## src/rtl/addsub_pipe.sv

```systemverilog
// Pipelined WIDTH-bit carry-lookahead adder/subtractor, one BLOCK-bit group per stage,
// valid/ready flow control with a global stall. Define ADDSUB_SAT_EN for signed saturation.
module addsub_pipe #(
    parameter int WIDTH = 8,
    parameter int BLOCK = 4
) (
    input  logic             clk,
    input  logic             rst_n,
    input  logic             in_valid,
    output logic             in_ready,
    input  logic [WIDTH-1:0] a,
    input  logic [WIDTH-1:0] b,
    input  logic             cin,
    input  logic             op,
    output logic             out_valid,
    input  logic             out_ready,
    output logic [WIDTH-1:0] s,
    output logic             cout,
    output logic             ovf,
    output logic             zero,
    output logic             neg,
    output logic             sat
);

    localparam int NSTG = WIDTH / BLOCK;

    if (BLOCK < 1 || (WIDTH % BLOCK) != 0) begin : g_bad_cfg
        $error("addsub_pipe: WIDTH must be a non-zero multiple of BLOCK");
    end

    // Carries of one lookahead group: c[j+1] = G[j:0] | P[j:0] & c0.
    function automatic logic [BLOCK:0] cla_carries(input logic [BLOCK-1:0] x,
                                                   input logic [BLOCK-1:0] y,
                                                   input logic             c0);
        logic [BLOCK:0] c;
        logic           gen;
        logic           prop;
        c    = '0;
        c[0] = c0;
        for (int j = 0; j < BLOCK; j++) begin
            gen  = 1'b0;
            prop = 1'b1;
            for (int i = j; i >= 0; i--) begin
                gen  = gen | (prop & x[i] & y[i]);
                prop = prop & (x[i] ^ y[i]);
            end
            c[j+1] = gen | (prop & c0);
        end
        return c;
    endfunction

    // Stage k registers hold the unconsumed operand bits (shifted down), the partial
    // sum (filled from the top), the group carry-out and the stage valid.
    logic             v_q [NSTG];
    logic [WIDTH-1:0] a_q [NSTG];
    logic [WIDTH-1:0] b_q [NSTG];
    logic [WIDTH-1:0] s_q [NSTG];
    logic             c_q [NSTG];
    logic             ovf_q, zero_q, neg_q, sat_q;

    logic             vld_in [NSTG];
    logic [WIDTH-1:0] a_in [NSTG];
    logic [WIDTH-1:0] b_in [NSTG];
    logic [WIDTH-1:0] s_in [NSTG];
    logic             c_in [NSTG];

    logic [WIDTH-1:0] a_d [NSTG];
    logic [WIDTH-1:0] b_d [NSTG];
    logic [WIDTH-1:0] s_d [NSTG];
    logic             c_d [NSTG];
    logic             ovf_d, zero_d, neg_d, sat_d;

    logic [BLOCK:0]   cy;
    logic [BLOCK-1:0] grp_sum;
    logic [WIDTH-1:0] grp_ext;
    logic [WIDTH-1:0] s_raw;
    logic [WIDTH-1:0] s_fin;
    logic             stall;

    assign out_valid = v_q[NSTG-1];
    assign stall     = out_valid && !out_ready;
    assign in_ready  = !stall;

    // NOTE: every variable gets a default before any conditional path so no latch is inferred.
    always_comb begin
        ovf_d   = 1'b0;
        zero_d  = 1'b0;
        neg_d   = 1'b0;
        sat_d   = 1'b0;
        cy      = '0;
        grp_sum = '0;
        grp_ext = '0;
        s_raw   = '0;
        s_fin   = '0;

        vld_in[0] = in_valid;
        a_in[0]   = a;
        b_in[0]   = op ? ~b : b;
        c_in[0]   = cin ^ op;
        s_in[0]   = '0;
        for (int k = 1; k < NSTG; k++) begin
            vld_in[k] = v_q[k-1];
            a_in[k]   = a_q[k-1];
            b_in[k]   = b_q[k-1];
            c_in[k]   = c_q[k-1];
            s_in[k]   = s_q[k-1];
        end

        for (int k = 0; k < NSTG; k++) begin
            cy      = cla_carries(a_in[k][BLOCK-1:0], b_in[k][BLOCK-1:0], c_in[k]);
            grp_sum = a_in[k][BLOCK-1:0] ^ b_in[k][BLOCK-1:0] ^ cy[BLOCK-1:0];
            grp_ext = '0;
            grp_ext[BLOCK-1:0] = grp_sum;
            a_d[k]  = a_in[k] >> BLOCK;
            b_d[k]  = b_in[k] >> BLOCK;
            c_d[k]  = cy[BLOCK];
            s_raw   = (s_in[k] >> BLOCK) | (grp_ext << (WIDTH - BLOCK));
            s_fin   = s_raw;
            if (k == NSTG - 1) begin
                ovf_d = cy[BLOCK-1] ^ cy[BLOCK];
`ifdef ADDSUB_SAT_EN
                // Wrapped MSB of 0 means the true result fell below the signed minimum.
                if (ovf_d) begin
                    sat_d = 1'b1;
                    s_fin = {~s_raw[WIDTH-1], {(WIDTH-1){s_raw[WIDTH-1]}}};
                end
`endif
                zero_d = (s_fin == '0);
                neg_d  = s_fin[WIDTH-1];
            end
            s_d[k] = s_fin;
        end
    end

    // NOTE: the stage arrays are ordinary flops, so they are reset along with the valids;
    // <= makes every stage sample its predecessor's pre-edge value.
    always_ff @(posedge clk or negedge rst_n) begin
        if (!rst_n) begin
            for (int k = 0; k < NSTG; k++) begin
                v_q[k] <= 1'b0;
                a_q[k] <= '0;
                b_q[k] <= '0;
                s_q[k] <= '0;
                c_q[k] <= 1'b0;
            end
            ovf_q  <= 1'b0;
            zero_q <= 1'b0;
            neg_q  <= 1'b0;
            sat_q  <= 1'b0;
        end else if (!stall) begin
            for (int k = 0; k < NSTG; k++) begin
                v_q[k] <= vld_in[k];
                if (vld_in[k]) begin
                    a_q[k] <= a_d[k];
                    b_q[k] <= b_d[k];
                    s_q[k] <= s_d[k];
                    c_q[k] <= c_d[k];
                end
            end
            if (vld_in[NSTG-1]) begin
                ovf_q  <= ovf_d;
                zero_q <= zero_d;
                neg_q  <= neg_d;
                sat_q  <= sat_d;
            end
        end
    end

    assign s    = s_q[NSTG-1];
    assign cout = c_q[NSTG-1];
    assign ovf  = ovf_q;
    assign zero = zero_q;
    assign neg  = neg_q;
    assign sat  = sat_q;

endmodule
```

## config.mk

```make
export PLATFORM = sky130hd
export DESIGN_NAME = addsub_pipe
export DESIGN_NICKNAME = d
export VERILOG_FILES = /design/src/rtl/addsub_pipe.sv
export SDC_FILE = /design/constraint.sdc
export NUM_CORES = 1
export LEC_CHECK = 0
export ABC_AREA = 1
export CELL_PAD_IN_SITES_DETAIL_PLACEMENT = 0
export CELL_PAD_IN_SITES_GLOBAL_PLACEMENT = 1
export CORE_MARGIN = 10
export CORE_UTILIZATION = 36
export CTS_CLUSTER_SIZE = 16
export DETAILED_ROUTE_END_ITERATION = 7
export PLACE_DENSITY = 0.81
export SETUP_SLACK_MARGIN = 0.05
export SYNTH_ARGS = -nofsm -noshare
export SYNTH_HDL_FRONTEND = slang
export SYNTH_SLANG_ARGS = --single-unit
```

## constraint.sdc

```tcl
create_clock -name clk -period 1.7 [get_ports clk]
set_input_delay 0.17 -clock clk [delete_from_list [all_inputs] [get_ports clk]]
set_output_delay 0.17 -clock clk [all_outputs]
set_load 0.005 [all_outputs]
```

==> key figures, run 1 <==
Status
  • Status: completed

Floorplan
  • Die height: 86.6 um
  • Die width: 86.6 um
  • Initial core utilization: 0.370
  • I/O pin total: 37
  • Die area: 0.00751 mm2
  • Core ar.: 0.00432 mm2
  • Std-Cell Rows: 24

Global routing
  • Initial antenna violation count: 0
  • Grt ovf: 0
  • Pin count of the biggest net entering global routing: 27
  • Global-route wire length before repair: 5820 um
  • Vias in the first global route: 1358
  • GRT Overall Usage: 0.0918

Logic synthesis
  • Sequential share of the synthesized area: 0.407
  • Cell taking the most area after synthesis: dfrtp_1
  • Register bit count reported by yosys: 26
  • Share of Yosys cell area claimed by the top area cell type: 0.407
  • Ys Warns: 0
  • Post-Syn Area: 0.00160 mm2
  • Cells after synthesis: 204
  • Yosys cell types: 25
  • Syn Nets: 236
  • Syn avg cell area: 7.84 um2
  • Top post-synthesis cells by area: dfrtp_1 41%, nand2_1 17%, ha_1 6.3%, inv_1 5.6%, nand3_1 3.8%

Finish
  • Most frequent cells in the layout: 73 x nand2_1, 34 x clkdlybuf4s50_1, 26 x dfrtp_1, 23 x inv_1, 13 x buf_4
  • Share of cells above drive strength 1: 0.135
  • Area grow syn2layout: 35.3%
  • Leading cell type in the layout, fill and taps excluded: nand2_1
  • Nets@finish: 284
  • Finished Core Util: 0.500
  • Final instance area: 0.00216 mm2
  • Ant. Diodes: 0

Placement
  • PortBufs: 35
  • RD Place Congestion: 0.790
  • Hpwl dp: 2690 um
  • DP Area: 0.00209 mm2

Worst setup path
  • CP Data Required Time: 1.86 ns
  • Worst Setup Start Kind: input pin
  • Worst path slowest cell: clkdlybuf4s50_1
  • CP max FO: 5
  • Crit Path Class: in -> reg
  • Arr. time, crit path: 1.66 ns
  • Crit-path max cell delay: 0.44 ns
  • Most used cell along the critical path: nand2_1
  • Crit. Startpoint: b[2]
  • Critical Path, Cell by Cell: clkdlybuf4s50_1 -> xor2_2 -> ha_1 -> nand2_1 -> inv_1 -> nand2_1 -> nor2_1 -> nor2_1 -> nand3_1 -> nand3_1 -> nand2_1
  • Reg2reg start: b_in[0]$_DFFE_PN0P_
  • Setup crit end kind: register

Power
  • Seq pwr share: 0.394
  • LEAKAGE: 1.11 nW
  • Power per cell area: 1050 mW/mm2
  • Max VDD drop: 0.406 mV
  • Psw: 0.000695 W
  • Internal power: 0.00159 W
  • Combinational Power Share: 0.385
  • Switching part of the total power: 0.305
  • Clock share of power: 0.221

Route
  • Vias per inst: 4.37
  • Avg WL per Cell: 10.6 um
  • Aggregate routed wire length: 3220 um
  • Drt pass-1 iters: 4
  • DRC: 0
  • Total number of vias: 1324
  • Initial drt markers: 31
  • Detail Route Antenna Nets: 0

STA
  • Setup violators final: 0
  • Final Hold Vio Count: 0
  • Worst Skew: 0.00555 ns
  • Final worst path period need: 1.50 ns
  • Hold Worst Slack: 0.259 ns
  • RSZ-0062 raised after global routing: yes
  • Slew Limit Fails: 0
  • Period utilization: 0.882
  • Max Freq: 667 MHz

Clocking
  • Clock Path Buffers: 2
  • CTS Buf Count: 3
  • Hold Buf Count CTS: 0
  • Clock transition at path regs: 0.09 ns
  • Setup bufs post-CTS: 0
  • CTS tree: yes
  • Htree depth: 1
  • Clk sink count: 26
  • CTS root buffer: clkbuf_8
  • Clock Latency Late Sink: 0.27 ns

Job
  • Max_cap viols: 0

Min path
  • HP Class: in -> async
## path summary, 6_finish.rpt
kind | end | slack [ns] | cells after the start
min | out_valid$_DFFE_PN0N_ | 0.26 | 2
min in group clk | a_in[3]$_DFFE_PN0P_ | 0.43 | 3
max reg2reg | zero$_DFFE_PN0P_ | 0.22 | 8
min reg2reg | s[0]$_DFFE_PN0P_ | 0.48 | 2
max in group asynchronous | s_in[6]$_DFFE_PN0P_ | 1.18 | 2
max | s_in[7]$_DFFE_PN0P_ | 0.20 | 11
## registers in the layout (all words and copies together), names as in the netlist, 4 cells and up
register	count
s_in	4
a_in	4
b_in	4
s	7
## stage by stage
stage          power [W]  instances  worst slack [ns]  TNS (ns)
2_1_floorplan    0.00137        204             0.281         0
3_3_place_gp     0.00179        299            -0.225    -0.729
3_5_place_dp     0.00181        299            -0.237    -0.817
4_1_cts          0.00232        303             0.121         0
5_1_grt          0.00250        303            0.0490         0
6_report         0.00228        303             0.200         0
## kinds of logic (layout without fill, tap and decap cells)
| kind of cell | count (synthesis) | in the layout | share of synthesized area |
|---|---|---|---|
| simple gates | 112 | 112 | 0.314 |
| buf+inv | 32 | 79 | 0.0884 |
| flops | 26 | 26 | 0.407 |
| compound gates | 13 | 13 | 0.0415 |
| fa+ha+maj | 10 | 10 | 0.0876 |
| xor+xnor | 10 | 10 | 0.0595 |
| other cells | 1 | 1 | 0.00235 |
## synthesized netlist by cell type
cell type  instances
a21oi_1            1
o21ai_0           10
ha_1               8
nand2_1           73
nand2_4            3
nor2_1             9
and3_1             2
nand3_2            2
inv_1             24
dfrtp_1           26
a31oi_1            1
xor2_1             3
o21ai_1            1
buf_6              1
fa_1               2
xnor2_1            6
nand3_1           12
nor3_1             1
nand2_2            6
buf_4              3
inv_2              2
xor2_2             1
conb_1             1
buf_2              2
nand4_1            4
## layer usage
layer  GRT usage  wire, um  up-vias
met5           0         0        -
met4      0.0442        51        0
met3      0.0206       157        4
met2       0.152      1510       25
met1       0.109      1500      573
li1            -         -      722
## timing repair
item,4_1_cts,5_1_grt
gates resized for setup,1,2
cloned,0,0
pin swaps,0,2
setup endpoints to repair,1,1
## cell type report
cell class | instances | area [um2]
Sequential cell | 26 | 651
Fill cell | 456 | 2160
Tap cell | 52 | 65.1
Multi-Input combinational cell | 146 | 812
Timing Repair Buffer | 49 | 467
Clock inverter | 1 | 30.0
Inverter | 26 | 97.6
Clock buffer | 3 | 41.3
## power groups by stage
stage | Clock [W] | Combinational (W) | Sequential, W
floorplan | 0 | 0.000467 | 0.000903
global placement | 0 | 0.000887 | 0.000900
detailed placement | 0 | 0.000894 | 0.000912
CTS | 0.000520 | 0.000899 | 0.000900
global route | 0.000556 | 0.00102 | 0.000925
finish | 0.000504 | 0.000878 | 0.000899
## critical path: cells and delay by family
family / cells / cell delay, ns
buffers and inverters: 2 / 0.49
xor gates and xnor gates: 1 / 0.19
adders and majority gates: 1 / 0.32
and+or+nand+nor: 7 / 0.48
(Power assumes the default switching activity.)
==> inputs of run 2 (changes only) <==
--- a/config.mk
+++ b/config.mk
@@ -6,6 +6,7 @@
 export NUM_CORES = 1
 export LEC_CHECK = 0
 export ABC_AREA = 1
+export CAP_MARGIN = 15
 export CELL_PAD_IN_SITES_DETAIL_PLACEMENT = 0
 export CELL_PAD_IN_SITES_GLOBAL_PLACEMENT = 1
 export CORE_MARGIN = 10
@@ -13,7 +14,6 @@
 export CTS_CLUSTER_SIZE = 16
 export DETAILED_ROUTE_END_ITERATION = 7
 export PLACE_DENSITY = 0.81
-export SETUP_SLACK_MARGIN = 0.05
 export SYNTH_ARGS = -nofsm -noshare
 export SYNTH_HDL_FRONTEND = slang
 export SYNTH_SLANG_ARGS = --single-unit
==> key figures, run 2 (same netlist as run 1, synthesis figures left out) <==
Clocking
  • CTS Buf Count: 3 (unchanged)
  • Htree depth: 1 (unchanged)
  • Clock Path Buffers: 2 (unchanged)
  • Clk sink count: 26 (unchanged)
  • CTS root buffer: clkbuf_8
  • Clock transition at path regs: 0.09 ns (about the same)
  • Clock Latency Late Sink: 0.27 ns (about the same)
  • CTS tree: yes

Worst setup path
  • Crit Path Class: reg -> reg
  • Setup crit end kind: register
  • R2R setup slack: 0.19 ns (-0.03 ns)
  • Worst Setup Start Kind: register
  • CP max FO: 3 (-2)
  • Arr. time, crit path: 1.72 ns (+0.06 ns)
  • CP Data Required Time: 1.92 ns (+0.06 ns)

Route
  • DRC: 0 (unchanged)
  • Drt pass-1 iters: 4 (unchanged)
  • Total number of vias: 1325 (+0.076%)
  • Initial drt markers: 27 (-13%)
  • Aggregate routed wire length: 3230 um (+0.28%)
  • Detail Route Antenna Nets: 0 (unchanged)
  • Vias per inst: 4.37 (about the same)
  • Avg WL per Cell: 10.7 um (+0.28%)

Power
  • Max VDD drop: 0.406 mV (about the same)
  • LEAKAGE: 1.12 nW (+0.63%)
  • Power per cell area: 1050 mW/mm2 (-0.13%)

Finish
  • Leading cell type in the layout, fill and taps excluded: nand2_1
  • Nets@finish: 284 (unchanged)
  • Finished Core Util: 0.501 (+0.000868)
  • Area grow syn2layout: 35.5%
  • Ant. Diodes: 0 (unchanged)
  • Share of cells above drive strength 1: 0.135 (unchanged)
  • Max FFs per register: 7 (unchanged)
  • Final instance area: 0.00217 mm2 (+0.17%)
  • Most frequent cells in the layout: 73 x nand2_1, 34 x clkdlybuf4s50_1, 26 x dfrtp_1, 23 x inv_1, 13 x buf_4

Floorplan
  • Die width: 86.6 um (unchanged)
  • Die height: 86.6 um (unchanged)
  • Initial core utilization: 0.370 (unchanged)
  • Std-Cell Rows: 24 (unchanged)
  • I/O pin total: 37 (unchanged)
  • Core ar.: 0.00432 mm2 (unchanged)
  • Die area: 0.00751 mm2 (unchanged)

STA
  • Max Freq: 664 MHz (-0.36%)
  • Setup violators final: 0 (unchanged)
  • Hold Worst Slack: 0.258 ns (-0.000120 ns)
  • Worst Skew: 0.00552 ns (-0.0000257 ns)
  • Period utilization: 0.885 (+0.00318)
  • RSZ-0062 raised after global routing: no
  • Final worst path period need: 1.51 ns (+0.00540 ns)
  • Slew Limit Fails: 0 (unchanged)
  • Final Hold Vio Count: 0 (unchanged)

Global routing
  • Grt ovf: 0 (unchanged)
  • Vias in the first global route: 1358 (unchanged)
  • Global-route wire length before repair: 5820 um (unchanged)
  • GRT Overall Usage: 0.0918 (unchanged)
  • Pin count of the biggest net entering global routing: 27 (unchanged)
  • Initial antenna violation count: 0 (unchanged)

Placement
  • RD Place Congestion: 0.790 (unchanged)
  • DP Area: 0.00209 mm2 (unchanged)
  • PortBufs: 35 (unchanged)
  • Hpwl dp: 2690 um (unchanged)

Min path
  • HP Class: in -> async

Status
  • Status: completed

Job
  • Max_cap viols: 0 (unchanged)
==> run 2: through the flow <==
stage / TNS (ns) / instances / setup slack, ns / power [W]
2_1_floorplan: 0 / 204 / 0.281 / 0.00137
3_5_place_dp: -0.817 / 299 / -0.237 / 0.00181
5_1_grt: 0 / 303 / 0.0202 / 0.00250
3_3_place_gp: -0.729 / 299 / -0.225 / 0.00179
6_report: 0 / 303 / 0.195 / 0.00228
4_1_cts: 0 / 303 / 0.0497 / 0.00232
==> run 2: cell type report <==
cell class / count / area [um2]
flip-flops and latches: 26 / 651
fillers: 454 / 2160
multi-input cells: 146 / 812
well taps: 52 / 65.1
clock buffers: 3 / 41.3
clock inverters: 1 / 30.0
inverters: 26 / 97.6
repair buffers: 49 / 470
==> run 2: routing by layer <==
metal  up-vias  track usage  part of all wire
met4         0       0.0442             0.016
met1       575        0.109              0.47
met2        25        0.152              0.47
met5         -            0                 0
li1        721            -                 -
met3         4       0.0206             0.049
==> run 2: timing repair <==
| item | 4_1_cts | 5_1_grt |
|---|---|---|
| buffers inserted | 0 | 0 |
| endpoints found under the setup margin | 0 | 5 |
| hold buffers | 0 | 0 |
| gates resized for setup | 0 | 3 |
| endpoints found under the hold margin | 0 | 0 |
==> run 2: report_power, final <==
part           leakage [nW]  internal [W]  switching (W)
combinational         0.767      0.000485       0.000395
clock                0.0357      0.000315       0.000189
sequential            0.319      0.000788       0.000112
==> run 2: worst paths after layout <==
check,start,end,cells past startpoint
setup / recovery,a_in[0]$_DFFE_PN0P_,zero$_DFFE_PN0P_,8
min in group clk,a[7],a_in[3]$_DFFE_PN0P_,3
hold / removal,rst_n,out_valid$_DFFE_PN0N_,2
setup reg to reg,a_in[0]$_DFFE_PN0P_,zero$_DFFE_PN0P_,8
max in group asynchronous,rst_n,s_in[6]$_DFFE_PN0P_,2
hold reg to reg,s[0]$_DFFE_PN0P_,s[0]$_DFFE_PN0P_,2
==> run 2: worst max-delay path, stage by stage, from the launching register on <==
cell and delay [ns]:
dfrtp_1 0.39, inv_2 0.06, fa_1 0.55, nand2_1 0.07, nor3_2 0.11, nand2_1 0.06
nor2_1 0.10, nand2_1 0.05, nand2_1 0.06
==> inputs of run 3 (changes only) <==
--- a/config.mk
+++ b/config.mk
@@ -6,6 +6,7 @@
 export NUM_CORES = 1
 export LEC_CHECK = 0
 export ABC_AREA = 1
+export ABC_CLOCK_PERIOD_IN_PS = 1700
 export CAP_MARGIN = 15
 export CELL_PAD_IN_SITES_DETAIL_PLACEMENT = 0
 export CELL_PAD_IN_SITES_GLOBAL_PLACEMENT = 1
==> results of run 3 <==
Final layout, timing and power as in run 2 (identical DEF).
